`src/rtl/ud_count_arbiter_pkg.sv`:
```
// Shared types and helpers for the round-robin modulo up/down counter.
// Holds the FSM state enum, default modulus/width and the wrap arithmetic.
package ud_ctrl_pkg;

    typedef enum logic {
        IDLE = 1'b0,
        EXEC = 1'b1
    } state_t;

    localparam int DEF_MOD = 12;
    localparam int DEF_CW  = 4;

    // Single modulo step; count is assumed to be already in 0..mod-1.
    function automatic int unsigned next_count(
        input int unsigned count,
        input logic        up,
        input int unsigned mod
    );
        if (up) begin
            return (count == mod - 1) ? 0 : count + 1;
        end
        return (count == 0) ? mod - 1 : count - 1;
    endfunction

endpackage

```
`src/rtl/ud_count_arbiter_if.sv`:
```
// Requester-side bundle of the shared counter: req/dir in, gnt/Count/flags out.
// master = requesters, slave = arbiter. wrap_cnt exists only with UDC_WRAP_CNT_EN.
interface ud_count_arbiter_if #(
    parameter int NUM_REQ = 4,
    parameter int CW      = 4
);
    logic [NUM_REQ-1:0] req;
    logic [NUM_REQ-1:0] dir;
    logic [NUM_REQ-1:0] gnt;
    logic [CW-1:0]      Count;
    logic               wrap_up;
    logic               wrap_dn;
    logic               busy;
`ifdef UDC_WRAP_CNT_EN
    logic [7:0]         wrap_cnt;

    modport master (
        output req, dir,
        input  gnt, Count, wrap_up, wrap_dn, busy, wrap_cnt
    );
    modport slave (
        input  req, dir,
        output gnt, Count, wrap_up, wrap_dn, busy, wrap_cnt
    );
`else
    modport master (
        output req, dir,
        input  gnt, Count, wrap_up, wrap_dn, busy
    );
    modport slave (
        input  req, dir,
        output gnt, Count, wrap_up, wrap_dn, busy
    );
`endif
endinterface

```
`src/rtl/ud_rr_pick.sv`:
```
// Combinational round-robin selector: first set req bit from ptr upward.
// Ports: req (vector), ptr (start index) -> valid, winner (index).
module ud_rr_pick #(
    parameter int NUM_REQ = 4,
    parameter int PW      = $clog2(NUM_REQ)
) (
    input  logic [NUM_REQ-1:0] req,
    input  logic [PW-1:0]      ptr,
    output logic               valid,
    output logic [PW-1:0]      winner
);
    logic [PW-1:0] idx;

    always_comb begin
        valid  = 1'b0;
        winner = '0;
        idx    = '0;
        for (int i = 0; i < NUM_REQ; i++) begin
            idx = PW'((32'(ptr) + 32'(i)) % NUM_REQ);
            if (!valid && req[idx]) begin
                valid  = 1'b1;
                winner = idx;
            end
        end
    end

endmodule

```
`src/rtl/ud_count_arbiter.sv`:
```
// Round-robin arbiter sharing one modulo-MOD up/down count among NUM_REQ agents.
// Ports: Clk, reset (sync, active-high), bus (slave: req/dir in; gnt/Count/
// wrap_up/wrap_dn/busy out). Define UDC_WRAP_CNT_EN for the saturating wrap_cnt.
module ud_count_arbiter
    import ud_ctrl_pkg::*;
#(
    parameter int NUM_REQ = 4,
    parameter int MOD     = DEF_MOD,
    parameter int CW      = DEF_CW
) (
    input  logic                  Clk,
    input  logic                  reset,
    ud_count_arbiter_if.slave     bus
);
    localparam int PW = $clog2(NUM_REQ);

    state_t        state_q, state_d;
    logic [PW-1:0] ptr_q, ptr_d;
    logic [PW-1:0] win_q, win_d;
    logic          up_q, up_d;
    logic [CW-1:0] count_q, count_d;
    logic          wrap_up_q, wrap_up_d;
    logic          wrap_dn_q, wrap_dn_d;
`ifdef UDC_WRAP_CNT_EN
    logic [7:0]    wrap_cnt_q, wrap_cnt_d;
`endif

    logic          pick_valid;
    logic [PW-1:0] pick_win;
    logic [NUM_REQ-1:0] gnt;

    ud_rr_pick #(
        .NUM_REQ (NUM_REQ),
        .PW      (PW)
    ) u_pick (
        .req    (bus.req),
        .ptr    (ptr_q),
        .valid  (pick_valid),
        .winner (pick_win)
    );

    always_comb begin
        state_d   = state_q;
        ptr_d     = ptr_q;
        win_d     = win_q;
        up_d      = up_q;
        count_d   = count_q;
        wrap_up_d = 1'b0;
        wrap_dn_d = 1'b0;
        gnt       = '0;
`ifdef UDC_WRAP_CNT_EN
        wrap_cnt_d = wrap_cnt_q;
`endif
        unique case (state_q)
            IDLE: begin
                if (pick_valid) begin
                    win_d   = pick_win;
                    up_d    = bus.dir[pick_win];
                    state_d = EXEC;
                end
            end
            EXEC: begin
                gnt[win_q] = 1'b1;
                count_d    = CW'(next_count(32'(count_q), up_q, MOD));
                // Flags are registered so they line up with the new Count.
                wrap_up_d  = up_q && (count_q == CW'(MOD - 1));
                wrap_dn_d  = !up_q && (count_q == '0);
                ptr_d      = (win_q == PW'(NUM_REQ - 1)) ? '0 : win_q + 1'b1;
                state_d    = IDLE;
            end
            default: state_d = IDLE;
        endcase
`ifdef UDC_WRAP_CNT_EN
        if ((wrap_up_d || wrap_dn_d) && (wrap_cnt_q != 8'hFF)) begin
            wrap_cnt_d = wrap_cnt_q + 8'd1;
        end
`endif
    end

    always_ff @(posedge Clk) begin
        if (reset) begin
            state_q   <= IDLE;
            ptr_q     <= '0;
            win_q     <= '0;
            up_q      <= 1'b0;
            count_q   <= '0;
            wrap_up_q <= 1'b0;
            wrap_dn_q <= 1'b0;
`ifdef UDC_WRAP_CNT_EN
            wrap_cnt_q <= '0;
`endif
        end else begin
            state_q   <= state_d;
            ptr_q     <= ptr_d;
            win_q     <= win_d;
            up_q      <= up_d;
            count_q   <= count_d;
            wrap_up_q <= wrap_up_d;
            wrap_dn_q <= wrap_dn_d;
`ifdef UDC_WRAP_CNT_EN
            wrap_cnt_q <= wrap_cnt_d;
`endif
        end
    end

    assign bus.gnt     = gnt;
    assign bus.busy    = (state_q == EXEC);
    assign bus.Count   = count_q;
    assign bus.wrap_up = wrap_up_q;
    assign bus.wrap_dn = wrap_dn_q;
`ifdef UDC_WRAP_CNT_EN
    assign bus.wrap_cnt = wrap_cnt_q;
`endif

endmodule
```
`src/flat_wrapper.sv`:
```
// flat-port wrapper written by rule: the top's interface ports become plain ports
module ud_count_arbiter_flat import ud_ctrl_pkg::*;
#(
    parameter int NUM_REQ = 4,
    parameter int MOD     = DEF_MOD,
    parameter int CW      = DEF_CW
)
  (Clk, reset, bus_req, bus_dir, bus_gnt, bus_Count, bus_wrap_up, bus_wrap_dn, bus_busy);
  ud_count_arbiter_if #(.NUM_REQ(NUM_REQ), .CW(CW)) bus_i ();
  input  logic Clk;
  input  logic reset;
  input wire logic [$bits(bus_i.req)-1:0] bus_req;
  input wire logic [$bits(bus_i.dir)-1:0] bus_dir;
  output wire logic [$bits(bus_i.gnt)-1:0] bus_gnt;
  output wire logic [$bits(bus_i.Count)-1:0] bus_Count;
  output wire logic [$bits(bus_i.wrap_up)-1:0] bus_wrap_up;
  output wire logic [$bits(bus_i.wrap_dn)-1:0] bus_wrap_dn;
  output wire logic [$bits(bus_i.busy)-1:0] bus_busy;
  assign bus_i.req = bus_req;
  assign bus_i.dir = bus_dir;
  assign bus_gnt = bus_i.gnt;
  assign bus_Count = bus_i.Count;
  assign bus_wrap_up = bus_i.wrap_up;
  assign bus_wrap_dn = bus_i.wrap_dn;
  assign bus_busy = bus_i.busy;
  ud_count_arbiter #(.NUM_REQ(NUM_REQ), .MOD(MOD), .CW(CW)) u_core (.Clk(Clk), .reset(reset), .bus(bus_i));
endmodule
```
`config.mk`:
```
export PLATFORM = sky130hd
export DESIGN_NAME = ud_count_arbiter_flat
export DESIGN_NICKNAME = d
export VERILOG_FILES = /design/src/rtl/ud_count_arbiter_pkg.sv /design/src/rtl/ud_count_arbiter_if.sv /design/src/rtl/ud_rr_pick.sv /design/src/rtl/ud_count_arbiter.sv /design/src/flat_wrapper.sv
export SDC_FILE = /design/constraint.sdc
export NUM_CORES = 1
export LEC_CHECK = 0
export BUFFER_PORTS_ARGS = -buffer_cell sky130_fd_sc_hd__buf_2
export CAP_MARGIN = 15
export CORE_UTILIZATION = 40
export DETAILED_ROUTE_END_ITERATION = 10
export PLACE_DENSITY_LB_ADDON = 0.05
export SLEW_MARGIN = 20
export SYNTH_ARGS = -nofsm -noshare
export SYNTH_HDL_FRONTEND = slang
export SYNTH_SLANG_ARGS = --single-unit
```
`constraint.sdc`:
```
create_clock -name Clk -period 1.4 [get_ports Clk]
set_input_delay 0.07 -clock Clk [delete_from_list [all_inputs] [get_ports Clk]]
set_output_delay 0.07 -clock Clk [all_outputs]
set_load 0.01 [all_outputs]
```
## Word-level counts from Yosys, hierarchy flattened

Index checks and enable logic that the tools add are counted.

| storage, ports and cells | value |
|---|---|
| register bits | 12 |
| word-level logic and storage cells | 66 |
| bits of input ports | 10 |

| operators by class | value |
|---|---|
| muxes and demuxes | 30 |
| equal/unequal tests | 2 |
| magnitude comparators | 7 |
| $add $sub $neg | 6 |
| bitwise logic cells | 1 |
| reductions and logical operators | 13 |

Operators with widths:

| cell | number |
|---|---|
| 4-bit 2-to-1 mux | 5 |
| 2-bit by 3-bit less-than comparator with 1-bit output (second input constant) | 6 |
| 1-bit 2-to-1 mux | 13 |
| 1-bit binary-select mux with 2-bit select | 5 |
| 2-bit 2-to-1 mux | 5 |
| 1-bit logical AND | 6 |
| 2-bit by 1-bit adder with 2-bit output (second input constant) | 2 |
| 2-bit adder (second input constant) | 2 |
| 4-bit by 1-bit adder with 4-bit output (second input constant) | 1 |
| 4-bit equality test (second input constant) | 1 |
| 1-bit zero test | 4 |
| 4-bit zero test | 1 |
| 4-bit by 1-bit subtractor with 4-bit output (second input constant) | 1 |
| 1-bit demux with 2-bit select | 1 |
| 2-bit equality test (second input constant) | 1 |
| 2-bit by 1-bit >= comparator with 1-bit output (second input constant) | 1 |
| 1-bit case mux with 2 select lines | 1 |
| 2-bit AND reduction | 1 |
| 2-bit OR reduction | 1 |
| 1-bit inverter | 1 |

## Logic depth before layout (Yosys ltp)

Gate-level depths: netlist of run 1.

| logic depth | value |
|---|---|
| word-level depth | 14 |
| gate-level depth with buffers | 6 |

## Hierarchy

From an unflattened synthesis of run 1, not the netlist that was laid out.

| unflattened totals | value |
|---|---|
| cells, all modules | 93 |
| area, all modules | 782.0 sq um |

Modules (own cells, without submodules):

| module | cells each | area an instance (sq um) | times used |
|---|---|---|---|
| ud_count_arbiter | 78 | 704.4 | 1 |
| ud_rr_pick | 15 | 77.6 | 1 |

## Worst setup path before layout of run 1

No wires, ideal clock.

| timing path | value |
|---|---|
| kind | register to register |
| start point | register u_core.count_q[0] (netlist: u_core.bus.Count[0]) |
| end point | register u_core.count_q[3] (netlist: u_core.bus.Count[3]) |
| buffers on the path | 0 |
| cell stages (with the launch flop) | 7 |
| setup time | 0.132 ns |
| setup slack | -0.023 ns |
| arrival | 1.290 ns |
| cell sequence | dfxtp_1 -> inv_1 -> ha_1 -> a21oi_1 -> nor3_1 -> o311ai_0 -> a21oi_1 |

| on the way | value |
|---|---|
| cells in the longest elaborated chain, start to end | 4 |
| elaborated cells on any way between the ends | 8 |

RTL lines:

| what | line | text |
|---|---|---|
| start: declaration | ud_count_arbiter.sv:21 | `logic [CW-1:0] count_q, count_d;` |
| start signal: assignment | ud_count_arbiter.sv:97 | `count_q <= count_d;` |
| 4-bit by 1-bit adder with 4-bit output / 4-bit equality test (equally long branches) | ud_count_arbiter_pkg.sv:20 | `return (count == mod - 1) ? 0 : count + 1;` |
| 4-bit 2-to-1 mux | ud_count_arbiter_pkg.sv:20 |  |
| 4-bit 2-to-1 mux | ud_count_arbiter_pkg.sv:19 | `if (up) begin` |
| 4-bit 2-to-1 mux (*) | ud_count_arbiter_pkg.sv:22 | `return (count == 0) ? mod - 1 : count - 1;` |

Every way passes the cells marked *; elsewhere a longest branch is shown, timed or not.
A chain may end at the register's enable or synchronous reset.

## Worst setup path after layout of run 1

Same ends and word-level chain as after synthesis.

==> summary.json, run 1 <==
{
  "status": {"value": "finished, final reports clean"},
  "max_slew_margin": {"value": 78.4, "unit": "%"},
  "via_count_of_the_routed_design": {"value": 707},
  "grt_pass1_vias": {"value": 622},
  "whs_endpoint": {"value": "u_core.up_q"},
  "ys.warnings.count": {"value": 0},
  "mostFrequentLayoutCells": {"value": "20 x buf_2, 11 x nor2_1, 9 x dfxtp_1, 8 x inv_1, 7 x a21oi_1"},
  "initial_utilization": {"value": 42.5, "unit": "%"},
  "timing_max_transition_violations_final": {"value": 0},
  "rr_worst_depth": {"value": 6},
  "grt.total_usage": {"value": 18.6, "unit": "%"},
  "ff2ff_setup_slack": {"value": 0.07, "unit": "ns"},
  "final.setup_skew": {"value": 0.00187, "unit": "ns"},
  "dominantRegCellSynth": {"value": "dfxtp_1"},
  "grt_remaining_overflow": {"value": 0},
  "final.fill_count": {"value": 188},
  "hold_path_depth": {"value": 3},
  "holdCritStartpoint": {"value": "bus_dir[3]"},
  "antenna-diode-count": {"value": 0},
  "synth_top_cell_by_area": {"value": "dfxtp_1"},
  "detailedPlacementHpwl": {"value": 1.21, "unit": "mm"},
  "max-clock-path-buffers": {"value": 2},
  "dr.pass1.iters": {"value": 4},
  "grt_pass1_wl": {"value": 2.68, "unit": "mm"},
  "setup_viol_count_final": {"value": 0},
  "launching_point_of_the_worst_reg2reg_path": {"value": "u_core.bus.Count[0]"},
  "remaining_drc_errors": {"value": 0},
  "place_congestion": {"value": 0.818},
  "postSynth.asyncResetShare": {"value": 0, "unit": "%"},
  "fp.dieW": {"value": 44.8, "unit": "um"},
  "detail_route.wirelength": {"value": 1.62, "unit": "mm"},
  "cts.hold.buffers_added": {"value": 0},
  "synthesis.area": {"value": 733, "unit": "um2"},
  "synth_area_per_cell": {"value": 8.15, "unit": "um2"},
  "power_density": {"value": 1020, "unit": "nW/um2"},
  "placedInstanceArea": {"value": 870, "unit": "um2"},
  "rr_endpoint": {"value": "u_core.bus.Count[3]"},
  "path_clk_slew": {"value": 0.09, "unit": "ns"},
  "drt_iter0_markers": {"value": 16},
  "worst_path_required_time": {"value": 1.57, "unit": "ns"},
  "min_path_type": {"value": "input port to register"},
  "htree_num_levels": {"value": 1},
  "clock_latency": {"value": 0.28, "unit": "ns"},
  "multiInputGateArea": {"value": 452, "unit": "um2"},
  "finalInstanceArea": {"value": 911, "unit": "um2"},
  "floorplan.die.height": {"value": 44.8, "unit": "um"},
  "cts_repair_resize_count": {"value": 2},
  "synth_top_area_share": {"value": 32.8, "unit": "%"},
  "yosysSeqAreaShare": {"value": 32.8, "unit": "%"},
  "pin_count_of_the_biggest_net_entering_global_routing": {"value": 13},
  "area.sequential": {"value": 246, "unit": "um2"},
  "final_common_cell": {"value": "buf_2"},
  "post-route-period-util": {"value": 95.0, "unit": "%"},
  "total_power": {"value": 929, "unit": "uW"},
  "mappedNetlistNets": {"value": 106},
  "clock-sinks": {"value": 12},
  "grt_setup_unrepaired": {"value": "false"},
  "cts_setup_buffers": {"value": 0},
  "cts_root_buffer": {"value": "clkbuf_4"},
  "synth_enable_flop_cells": {"value": 0},
  "cts_inserted_buffers": {"value": 3},
  "clock_tree_from_tritoncts": {"value": "built"},
  "via_per_inst": {"value": 5.12},
  "buffer_ports.inserted": {"value": 20},
  "netlist_instances": {"value": 90},
  "cap_violations": {"value": 0},
  "worst-slew-pin-transition": {"value": 0.324, "unit": "ns"},
  "leakage": {"value": 0.442, "unit": "nW"},
  "cp-end-kind": {"value": "register"},
  "post_route_cells_drive_above_1_share": {"value": 26.5, "unit": "%"},
  "postSynthRegisterBits": {"value": 12},
  "ys_top_cells_by_area": {"value": "dfxtp_1 33%, ha_1 10%, mux2i_1 6.8%"},
  "placement_row_count": {"value": 15},
  "core": {"value": 1730, "unit": "um2"},
  "achievable-frequency": {"value": 752, "unit": "MHz"},
  "worst-endpoint-arrival": {"value": 1.50, "unit": "ns"},
  "design.final.nets": {"value": 130},
  "timing.final.crit_period": {"value": 1.33, "unit": "ns"},
  "worst_ir_drop_vdd": {"value": 0.000382, "unit": "V"},
  "final_antenna_net_count": {"value": 0},
  "floorplan.io_pins": {"value": 21},
  "worst-setup-path-type": {"value": "register to register"},
  "antenna_found_initial": {"value": 0},
  "area_growth": {"value": 24.2, "unit": "%"},
  "finalHoldViolations": {"value": 0},
  "critical_path_peak_fanout": {"value": 8},
  "floorplan.die_area": {"value": 2010, "unit": "um2"},
  "post_drt_wl_per_cell": {"value": 11.7, "unit": "um"},
  "worstSetupStartpointType": {"value": "register"},
  "synth_cell_type_count": {"value": 29}
}
registers in the layout, summed over array words and instances (netlist names):
signal              count
u_core.win_q            2
u_core.ptr_q            2
u_core.bus.wrap_dn      1
u_core.bus.busy         1
u_core.bus.Count        4
u_core.up_q             1
u_core.bus.wrap_up      1
power breakdown:
part | switching (mW) | internal [mW] | leakage [nW]
registers | 0.0467 | 0.372 | 0.0999
logic | 0.111 | 0.108 | 0.321
clock network | 0.133 | 0.158 | 0.0210
worst max path at each step:
stage	slack, ns	startpoint	depth (start not counted)	to
after CTS	0.04	u_core.bus.Count[0]	6	u_core.bus.Count[3]
after global routing	0.0001	u_core.bus.Count[0]	6	u_core.bus.Count[3]
final	0.07	u_core.bus.Count[0]	6	u_core.bus.Count[3]
after global placement	0.04	u_core.bus.Count[1]	6	u_core.bus.Count[3]
after floorplan	0.03	u_core.bus.Count[1]	6	u_core.bus.Count[3]
after detailed placement	-0.02	u_core.bus.Count[1]	6	u_core.bus.Count[3]
synthesized netlist by cell type, drive strengths merged, types with 2 or more instances:
| cell type | number |
|---|---|
| o21ai | 3 |
| nor3 | 2 |
| clkbuf | 3 |
| a21oi | 7 |
| a21o | 2 |
| o221ai | 2 |
| mux2i | 5 |
| dfxtp | 12 |
| ha | 6 |
| nor2 | 11 |
| and2 | 5 |
| nand2 | 4 |
| nand2b | 5 |
| inv | 8 |
| nand3 | 2 |
cell type report:
type | count | area share [%]
clock buffers | 4 | 3.98
inverters | 8 | 3.30
multi-input cells | 67 | 49.6
flip-flops and latches | 12 | 27.1
well taps | 25 | 3.43
repair buffers | 22 | 12.6
critical path: stages, from the launching register on:
cell      delay (ns)
dfxtp_4         0.39
inv_1           0.07
ha_1            0.22
a21oi_1         0.12
nor3_1          0.05
o311ai_1        0.27
a21oi_1         0.10
stage by stage:
stage	worst slack (ns)	instances	hold slack, ns	TNS [ns]	utilization, %
floorplan	0.0285	90	0.166	0	-
global placement	0.0435	134	0.374	0	50.4
detailed placement	-0.0157	134	0.373	-0.0157	50.4
CTS	0.0411	138	0.0708	0	52.5
global route	0.000147	138	0.0981	0	52.8
finish	0.0695	138	0.0813	0	52.8
logic make-up after synthesis:
logic type | count (synthesis) | share of synthesized area (%)
buf+inv | 11 | 5.63
flops | 12 | 32.8
simple gates | 33 | 22.9
mux | 5 | 6.83
xor+xnor | 1 | 1.19
compound gates | 22 | 20.5
fa+ha+maj | 6 | 10.2
metal layers:
layer / share of wire (%) / vias to the layer above / GRT usage, %
met1: 43 / 324 / 23.7
met3: 5.2 / 2 / 4.00
met4: 0.74 / 0 / 10.3
met2: 51 / 21 / 29.1
li1: - / 360 / -
met5: 0 / - / 0
No activity file was read; power rests on OpenSTA's default activity.
==> run 2, diff against run 1 <==
==> constraint.sdc (replaced) <==
create_clock -name Clk -period 1.2 [get_ports Clk]
set_input_delay 0.06 -clock Clk [delete_from_list [all_inputs] [get_ports Clk]]
set_output_delay 0.06 -clock Clk [all_outputs]
set_load 0.01 [all_outputs]
==> run 2 against run 1 <==
Net effect: fmax up 6.6%; register-to-register slack worse by 0.12 ns; total power up 28%; the run now ends with negative setup slack left; highest routed layer unchanged.
==> summary.json, run 2 (synthesis gave the netlist of run 1 again) <==
{
  "post_drt_wl_per_cell": {"value": 11.7, "unit": "um", "change": "-0.41%"},
  "final.setup_skew": {"value": 0.00541, "unit": "ns", "change": "+0.00354 ns"},
  "pin_count_of_the_biggest_net_entering_global_routing": {"value": 13, "change": "unchanged"},
  "core": {"value": 1730, "unit": "um2", "change": "unchanged"},
  "dr.pass1.iters": {"value": 5, "change": "+1"},
  "htree_num_levels": {"value": 1, "change": "unchanged"},
  "setup_viol_count_final": {"value": 2, "change": "+2"},
  "placedInstanceArea": {"value": 922, "unit": "um2", "change": "+6.0%"},
  "antenna_found_initial": {"value": 0, "change": "unchanged"},
  "grt_remaining_overflow": {"value": 0, "change": "unchanged"},
  "failing_checks": {"value": "negative setup slack"},
  "max_slew_margin": {"value": 77.8, "unit": "%", "change": "-0.53 points"},
  "mostFrequentLayoutCells": {"value": "19 x buf_2, 12 x buf_4, 11 x nor2_1, 6 x a21oi_1"},
  "leakage": {"value": 0.497, "unit": "nW", "change": "+12%"},
  "rr_worst_depth": {"value": 4, "change": "-2"},
  "total_power": {"value": 1.19, "unit": "mW", "change": "+28%"},
  "post-route-period-util": {"value": 104, "unit": "%", "change": "+9.0 points"},
  "layout.core_utilization": {"value": 62.3, "unit": "%", "change": "+9.6 points"},
  "remaining_drc_errors": {"value": 0, "change": "unchanged"},
  "whs_endpoint": {"value": "u_core.up_q"},
  "critical_path_peak_fanout": {"value": 4, "change": "-4"},
  "via_count_of_the_routed_design": {"value": 770, "change": "+8.9%"},
  "postLayoutSetupSlackWorst": {"value": -0.0485, "unit": "ns", "change": "-0.118 ns"},
  "detailedPlacementHpwl": {"value": 1.19, "unit": "mm", "change": "-1.2%"},
  "placement_row_count": {"value": 15, "change": "unchanged"},
  "multiInputGateArea": {"value": 523, "unit": "um2", "change": "+16%"},
  "finish.cell_count_without_fillers": {"value": 148, "change": "+7.2%"},
  "worst_ir_drop_vdd": {"value": 0.000580, "unit": "V", "change": "+52%"},
  "rr_endpoint": {"value": "u_core.bus.Count[3]"},
  "clock_tree_from_tritoncts": {"value": "built"},
  "worst-slew-pin-transition": {"value": 0.332, "unit": "ns", "change": "+0.00787 ns"},
  "grt_pass1_vias": {"value": 673, "change": "+8.2%"},
  "fin_worst_hold_slack": {"value": 0.0734, "unit": "ns", "change": "-0.00795 ns"},
  "area.sequential": {"value": 256, "unit": "um2", "change": "+4.1%"},
  "floorplan.die_area": {"value": 2010, "unit": "um2", "change": "unchanged"},
  "cap_violations": {"value": 0, "change": "unchanged"},
  "place_congestion": {"value": 0.900, "change": "+10%"},
  "design.final.nets": {"value": 140, "change": "+7.7%"},
  "power_density": {"value": 1110, "unit": "nW/um2", "change": "+8.4%"},
  "final_common_cell": {"value": "buf_2"},
  "achievable-frequency": {"value": 801, "unit": "MHz", "change": "+6.6%"},
  "timing.final.crit_period": {"value": 1.25, "unit": "ns", "change": "-0.0821 ns"},
  "clock-sinks": {"value": 12, "change": "unchanged"},
  "floorplan.io_pins": {"value": 21, "change": "unchanged"},
  "post_route_cells_drive_above_1_share": {"value": 50.4, "unit": "%", "change": "+24 points"},
  "min_path_type": {"value": "input port to register"},
  "area_growth": {"value": 46.8, "unit": "%"},
  "cts.hold.buffers_added": {"value": 0, "change": "unchanged"},
  "detail_route.wirelength": {"value": 1.73, "unit": "mm", "change": "+6.8%"},
  "grt_pass1_wl": {"value": 2.91, "unit": "mm", "change": "+8.7%"},
  "launching_point_of_the_worst_reg2reg_path": {"value": "u_core.bus.Count[1]"},
  "cts_root_buffer": {"value": "clkbuf_4"},
  "path_clk_slew": {"value": 0.09, "unit": "ns", "change": "about the same"},
  "worstSetupStartpointType": {"value": "register"},
  "ff2ff_setup_slack": {"value": -0.05, "unit": "ns", "change": "-0.12 ns"},
  "final_antenna_net_count": {"value": 0, "change": "unchanged"},
  "grt.total_usage": {"value": 19.4, "unit": "%", "change": "+0.84 points"},
  "floorplan.die.height": {"value": 44.8, "unit": "um", "change": "unchanged"},
  "initial_utilization": {"value": 42.5, "unit": "%", "change": "unchanged"},
  "timing_max_transition_violations_final": {"value": 0, "change": "unchanged"},
  "status": {"value": "finished, violations left"},
  "cp-end-kind": {"value": "register"},
  "worst-setup-path-type": {"value": "register to register"},
  "number_of_cells_after_detailed_placement": {"value": 140, "change": "+4.5%"},
  "fin_setup_tns": {"value": -0.0788, "unit": "ns", "change": "-0.0788 ns"},
  "worst-endpoint-arrival": {"value": 1.42, "unit": "ns", "change": "-0.08 ns"},
  "dp_worst_setup_slack": {"value": -0.0510, "unit": "ns", "change": "-0.0353 ns"},
  "worst_path_required_time": {"value": 1.37, "unit": "ns", "change": "-0.20 ns"},
  "via_per_inst": {"value": 5.20, "change": "+1.6%"},
  "holdCritStartpoint": {"value": "bus_dir[3]"},
  "final.fill_count": {"value": 161, "change": "-14%"},
  "max_reg_flops": {"value": 4, "change": "unchanged"},
  "antenna-diode-count": {"value": 0, "change": "unchanged"},
  "max-clock-path-buffers": {"value": 2, "change": "unchanged"},
  "hold_path_depth": {"value": 3, "change": "unchanged"},
  "drt_iter0_markers": {"value": 18, "change": "+2"},
  "grt_setup_unrepaired": {"value": "true"},
  "cts_inserted_buffers": {"value": 3, "change": "unchanged"},
  "fp.dieW": {"value": 44.8, "unit": "um", "change": "unchanged"},
  "finalHoldViolations": {"value": 0, "change": "unchanged"},
  "clock_latency": {"value": 0.28, "unit": "ns", "change": "about the same"},
  "buffer_ports.inserted": {"value": 20, "change": "unchanged"},
  "finalInstanceArea": {"value": 1080, "unit": "um2", "change": "+18%"}
}
## run 2: worst max-delay path by stage
stage | slack, ns | to | start | cells past startpoint
after floorplan | 0.002 | u_core.bus.Count[1] | u_core.bus.Count[1] | 6
after global placement | -0.04 | u_core.bus.Count[0] | u_core.bus.Count[0] | 6
after CTS | -0.02 | u_core.bus.Count[3] | u_core.bus.Count[0] | 6
after detailed placement | -0.05 | u_core.up_q | u_core.ptr_q[1] | 4
final | -0.05 | u_core.bus.Count[3] | u_core.bus.Count[1] | 4
after global routing | -0.13 | u_core.bus.Count[3] | u_core.bus.Count[1] | 4
## run 2: layout make-up
type / instances / area share, %
inverter: 8 / 3.02
tap: 25 / 2.91
timing repair buffer: 32 / 18.3
clock buffer: 4 / 3.37
multi-input combinational: 67 / 48.6
sequential: 12 / 23.8
## run 2: where the power goes
group          internal [mW]  total (mW)  switching, mW
sequential             0.435       0.489         0.0538
combinational          0.194       0.362          0.168
clock                  0.185       0.339          0.154
## run 2: worst max-delay path, stage by stage, from the launching register on
cell	delay, ns
dfxtp_2	0.35
buf_4	0.13
o31a_1	0.29
o311ai_1	0.27
a21oi_1	0.10
## run 2: what timing repair did
item,in CTS,in global routing
cloned,0,0
buffers inserted,4,0
setup endpoints to repair,9,11
gates resized for setup,15,14
pin swaps,5,9
## run 2: routing by layer
metal | vias to the layer above | GRT usage (%) | wire length [um]
met4 | 0 | 7.27 | 16
met5 | - | 0 | 0
met3 | 2 | 5.60 | 87
met2 | 26 | 30.0 | 836
met1 | 356 | 25.7 | 787
li1 | 386 | - | -
==> run 3, diff against run 2 <==
--- a/config.mk
+++ b/config.mk
@@ -10,6 +10,7 @@
 export CORE_UTILIZATION = 40
 export DETAILED_ROUTE_END_ITERATION = 10
 export PLACE_DENSITY_LB_ADDON = 0.05
+export SKIP_CTS_REPAIR_TIMING = 1
 export SLEW_MARGIN = 20
 export SYNTH_ARGS = -nofsm -noshare
 export SYNTH_HDL_FRONTEND = slang
==> run 3 against run 2 <==
Net effect: the run still ends with negative setup slack left; sequential power rose by 0.8%; critical path depth grew 2; die area unchanged; design area shrank 0.23%; clock-buffer cell count unchanged; clock power down 2%; sequential share of layout area rose by 0.29 points.
==> summary.json, run 3 (synthesis gave the netlist of run 1 again) <==
{
  "sequence_of_cells_on_the_critical_path": {"value": "inv_4 -> ha_4 -> a21oi_4 -> nor3_2 -> o311ai_1 -> a21oi_1"},
  "timing.final.crit_period": {"value": 1.26, "unit": "ns", "change": "+0.00829 ns"},
  "cts_inserted_buffers": {"value": 3, "change": "unchanged"},
  "finalInstanceArea": {"value": 1070, "unit": "um2", "change": "-0.23%"},
  "worst-setup-path-type": {"value": "register to register"},
  "internal_power": {"value": 811, "unit": "uW", "change": "-0.24%"},
  "dp_worst_setup_slack": {"value": -0.0510, "unit": "ns", "change": "unchanged"},
  "max_slew_margin": {"value": 76.6, "unit": "%", "change": "-1.2 points"},
  "hold_path_depth": {"value": 3, "change": "unchanged"},
  "htree_num_levels": {"value": 1, "change": "unchanged"},
  "dr.pass1.iters": {"value": 4, "change": "-1"},
  "post_drt_wl_per_cell": {"value": 12.2, "unit": "um", "change": "+4.4%"},
  "power_frac_seq": {"value": 41.6, "unit": "%", "change": "+0.5 points"},
  "share_comb_of_total_power": {"value": 30.5, "unit": "%", "change": "about the same"},
  "leakage": {"value": 0.490, "unit": "nW", "change": "-1.5%"},
  "floorplan.die_area": {"value": 2010, "unit": "um2", "change": "unchanged"},
  "area_growth": {"value": 46.4, "unit": "%"},
  "fp.dieW": {"value": 44.8, "unit": "um", "change": "unchanged"},
  "sw_frac_of_total": {"value": 31.5, "unit": "%", "change": "-0.11 points"},
  "drt_iter0_markers": {"value": 18, "change": "unchanged"},
  "critPathTopFamily": {"value": "compound AO/OA/AOI/OAI gates"},
  "critical_path.max_stage_delay": {"value": 0.39, "unit": "ns", "change": "+0.04 ns"},
  "finalHoldViolations": {"value": 0, "change": "unchanged"},
  "core": {"value": 1730, "unit": "um2", "change": "unchanged"},
  "grt_pass1_vias": {"value": 649, "change": "-3.6%"},
  "worst_ir_drop_vdd": {"value": 0.000564, "unit": "V", "change": "-2.7%"},
  "placedInstanceArea": {"value": 922, "unit": "um2", "change": "unchanged"},
  "max_reg_flops": {"value": 4, "change": "unchanged"},
  "max-clock-path-buffers": {"value": 2, "change": "unchanged"},
  "antenna_found_initial": {"value": 0, "change": "unchanged"},
  "clock_latency": {"value": 0.28, "unit": "ns", "change": "about the same"},
  "floorplan.io_pins": {"value": 21, "change": "unchanged"},
  "grt_pass1_wl": {"value": 2.79, "unit": "mm", "change": "-4.3%"},
  "worst-slew-pin-transition": {"value": 0.350, "unit": "ns", "change": "+0.0182 ns"},
  "grt_remaining_overflow": {"value": 0, "change": "unchanged"},
  "rr_worst_depth": {"value": 6, "change": "+2"},
  "clock-sinks": {"value": 12, "change": "unchanged"},
  "via_per_inst": {"value": 5.25, "change": "+0.97%"},
  "detailedPlacementHpwl": {"value": 1.19, "unit": "mm", "change": "unchanged"},
  "final_common_cell": {"value": "buf_2"},
  "achievable-frequency": {"value": 796, "unit": "MHz", "change": "-0.66%"},
  "post-route-period-util": {"value": 105, "unit": "%", "change": "+0.69 points"},
  "grt.total_usage": {"value": 18.7, "unit": "%", "change": "-0.75 points"},
  "timing_max_transition_violations_final": {"value": 0, "change": "unchanged"},
  "cap_violations": {"value": 0, "change": "unchanged"},
  "place_congestion": {"value": 0.900, "change": "unchanged"},
  "clock_power_share": {"value": 27.9, "unit": "%", "change": "-0.6 points"},
  "power_density": {"value": 1100, "unit": "nW/um2", "change": "-0.17%"},
  "via_count_of_the_routed_design": {"value": 767, "change": "-0.39%"},
  "clock_tree_from_tritoncts": {"value": "built"},
  "critical_path_buf_inv_count": {"value": 1, "change": "unchanged"},
  "worst-endpoint-arrival": {"value": 1.42, "unit": "ns", "change": "about the same"},
  "power.net_switching": {"value": 373, "unit": "uW", "change": "-0.74%"},
  "antenna-diode-count": {"value": 0, "change": "unchanged"},
  "buffer_ports.inserted": {"value": 20, "change": "unchanged"},
  "placement_row_count": {"value": 15, "change": "unchanged"},
  "post_route_cells_drive_above_1_share": {"value": 49.6, "unit": "%", "change": "-0.82 points"},
  "min_path_type": {"value": "input port to register"},
  "pin_count_of_the_biggest_net_entering_global_routing": {"value": 13, "change": "unchanged"},
  "design.final.nets": {"value": 138, "change": "-1.4%"},
  "grt_setup_unrepaired": {"value": "true"},
  "final.setup_skew": {"value": 0.00785, "unit": "ns", "change": "+0.00244 ns"},
  "detail_route.wirelength": {"value": 1.78, "unit": "mm", "change": "+3.0%"},
  "critical_path_peak_fanout": {"value": 5, "change": "+1"},
  "final_antenna_net_count": {"value": 0, "change": "unchanged"},
  "cts_root_buffer": {"value": "clkbuf_4"},
  "worst_path_required_time": {"value": 1.37, "unit": "ns", "change": "about the same"},
  "mostFrequentLayoutCells": {"value": "19 x buf_2, 11 x nor2_1, 9 x buf_4, 6 x a21oi_1"},
  "cpMaxStageDelayCell": {"value": "dfxtp_4"},
  "remaining_drc_errors": {"value": 0, "change": "unchanged"},
  "worstSetupStartpointType": {"value": "register"},
  "failing_checks": {"value": "negative setup slack"},
  "cp-end-kind": {"value": "register"},
  "postLayoutSetupSlackWorst": {"value": -0.0568, "unit": "ns", "change": "-0.00829 ns"},
  "floorplan.die.height": {"value": 44.8, "unit": "um", "change": "unchanged"},
  "critical_path_cell_count": {"value": 6, "change": "+2"},
  "setup_viol_count_final": {"value": 2, "change": "unchanged"},
  "initial_utilization": {"value": 42.5, "unit": "%", "change": "unchanged"},
  "path_clk_slew": {"value": 0.09, "unit": "ns", "change": "about the same"},
  "status": {"value": "finished, violations left"}
}
run 3: final timing paths:
path                                          start                   to  slack (ns)
worst max-delay path            u_core.bus.Count[0]  u_core.bus.Count[3]       -0.06
worst min-delay path                     bus_dir[3]          u_core.up_q        0.08
worst min register to register      u_core.bus.busy  u_core.bus.Count[3]        0.52
worst max register to register  u_core.bus.Count[0]  u_core.bus.Count[3]       -0.06
run 3: area by class of cell:
class                      count  area (um2)
timing repair buffer          30         185
tap                           25        31.3
multi-input combinational     67         529
fill                         156         653
sequential                    12         259
inverter                       8        32.5
clock buffer                   4        36.3
run 3: metrics by stage:
step	setup TNS, ns	utilization (%)	hold WS, ns	cells	total power [mW]
floorplan	0	-	0.156	90	0.668
global placement	-0.0904	53.4	0.367	140	0.779
detailed placement	-0.182	53.4	0.375	140	0.784
CTS	-0.538	55.5	0.0776	144	1.12
global route	-0.675	62.2	0.108	146	1.27
finish	-0.107	62.2	0.0776	146	1.18
run 3: worst reg2reg max path, stage by stage, from the launching register on:
cell and delay [ns]:
dfxtp_4 0.39, inv_4 0.05, ha_4 0.17, a21oi_4 0.11
nor3_2 0.04, o311ai_1 0.27, a21oi_1 0.10
run 3: power by group through the flow:
stage	combinational, mW	clock [mW]	sequential, mW
finish	0.361	0.331	0.493
global route	0.406	0.364	0.501
CTS	0.294	0.346	0.483
detailed placement	0.291	0	0.492
global placement	0.289	0	0.490
floorplan	0.184	0	0.484
run 3: metal layers:
layer	global-route usage [%]	routed length (um)	vias to the layer above
met5	0	0	-
met4	7.27	2	0
met3	5.20	87	2
met2	28.2	881	25
met1	25.2	808	361
li1	-	-	379
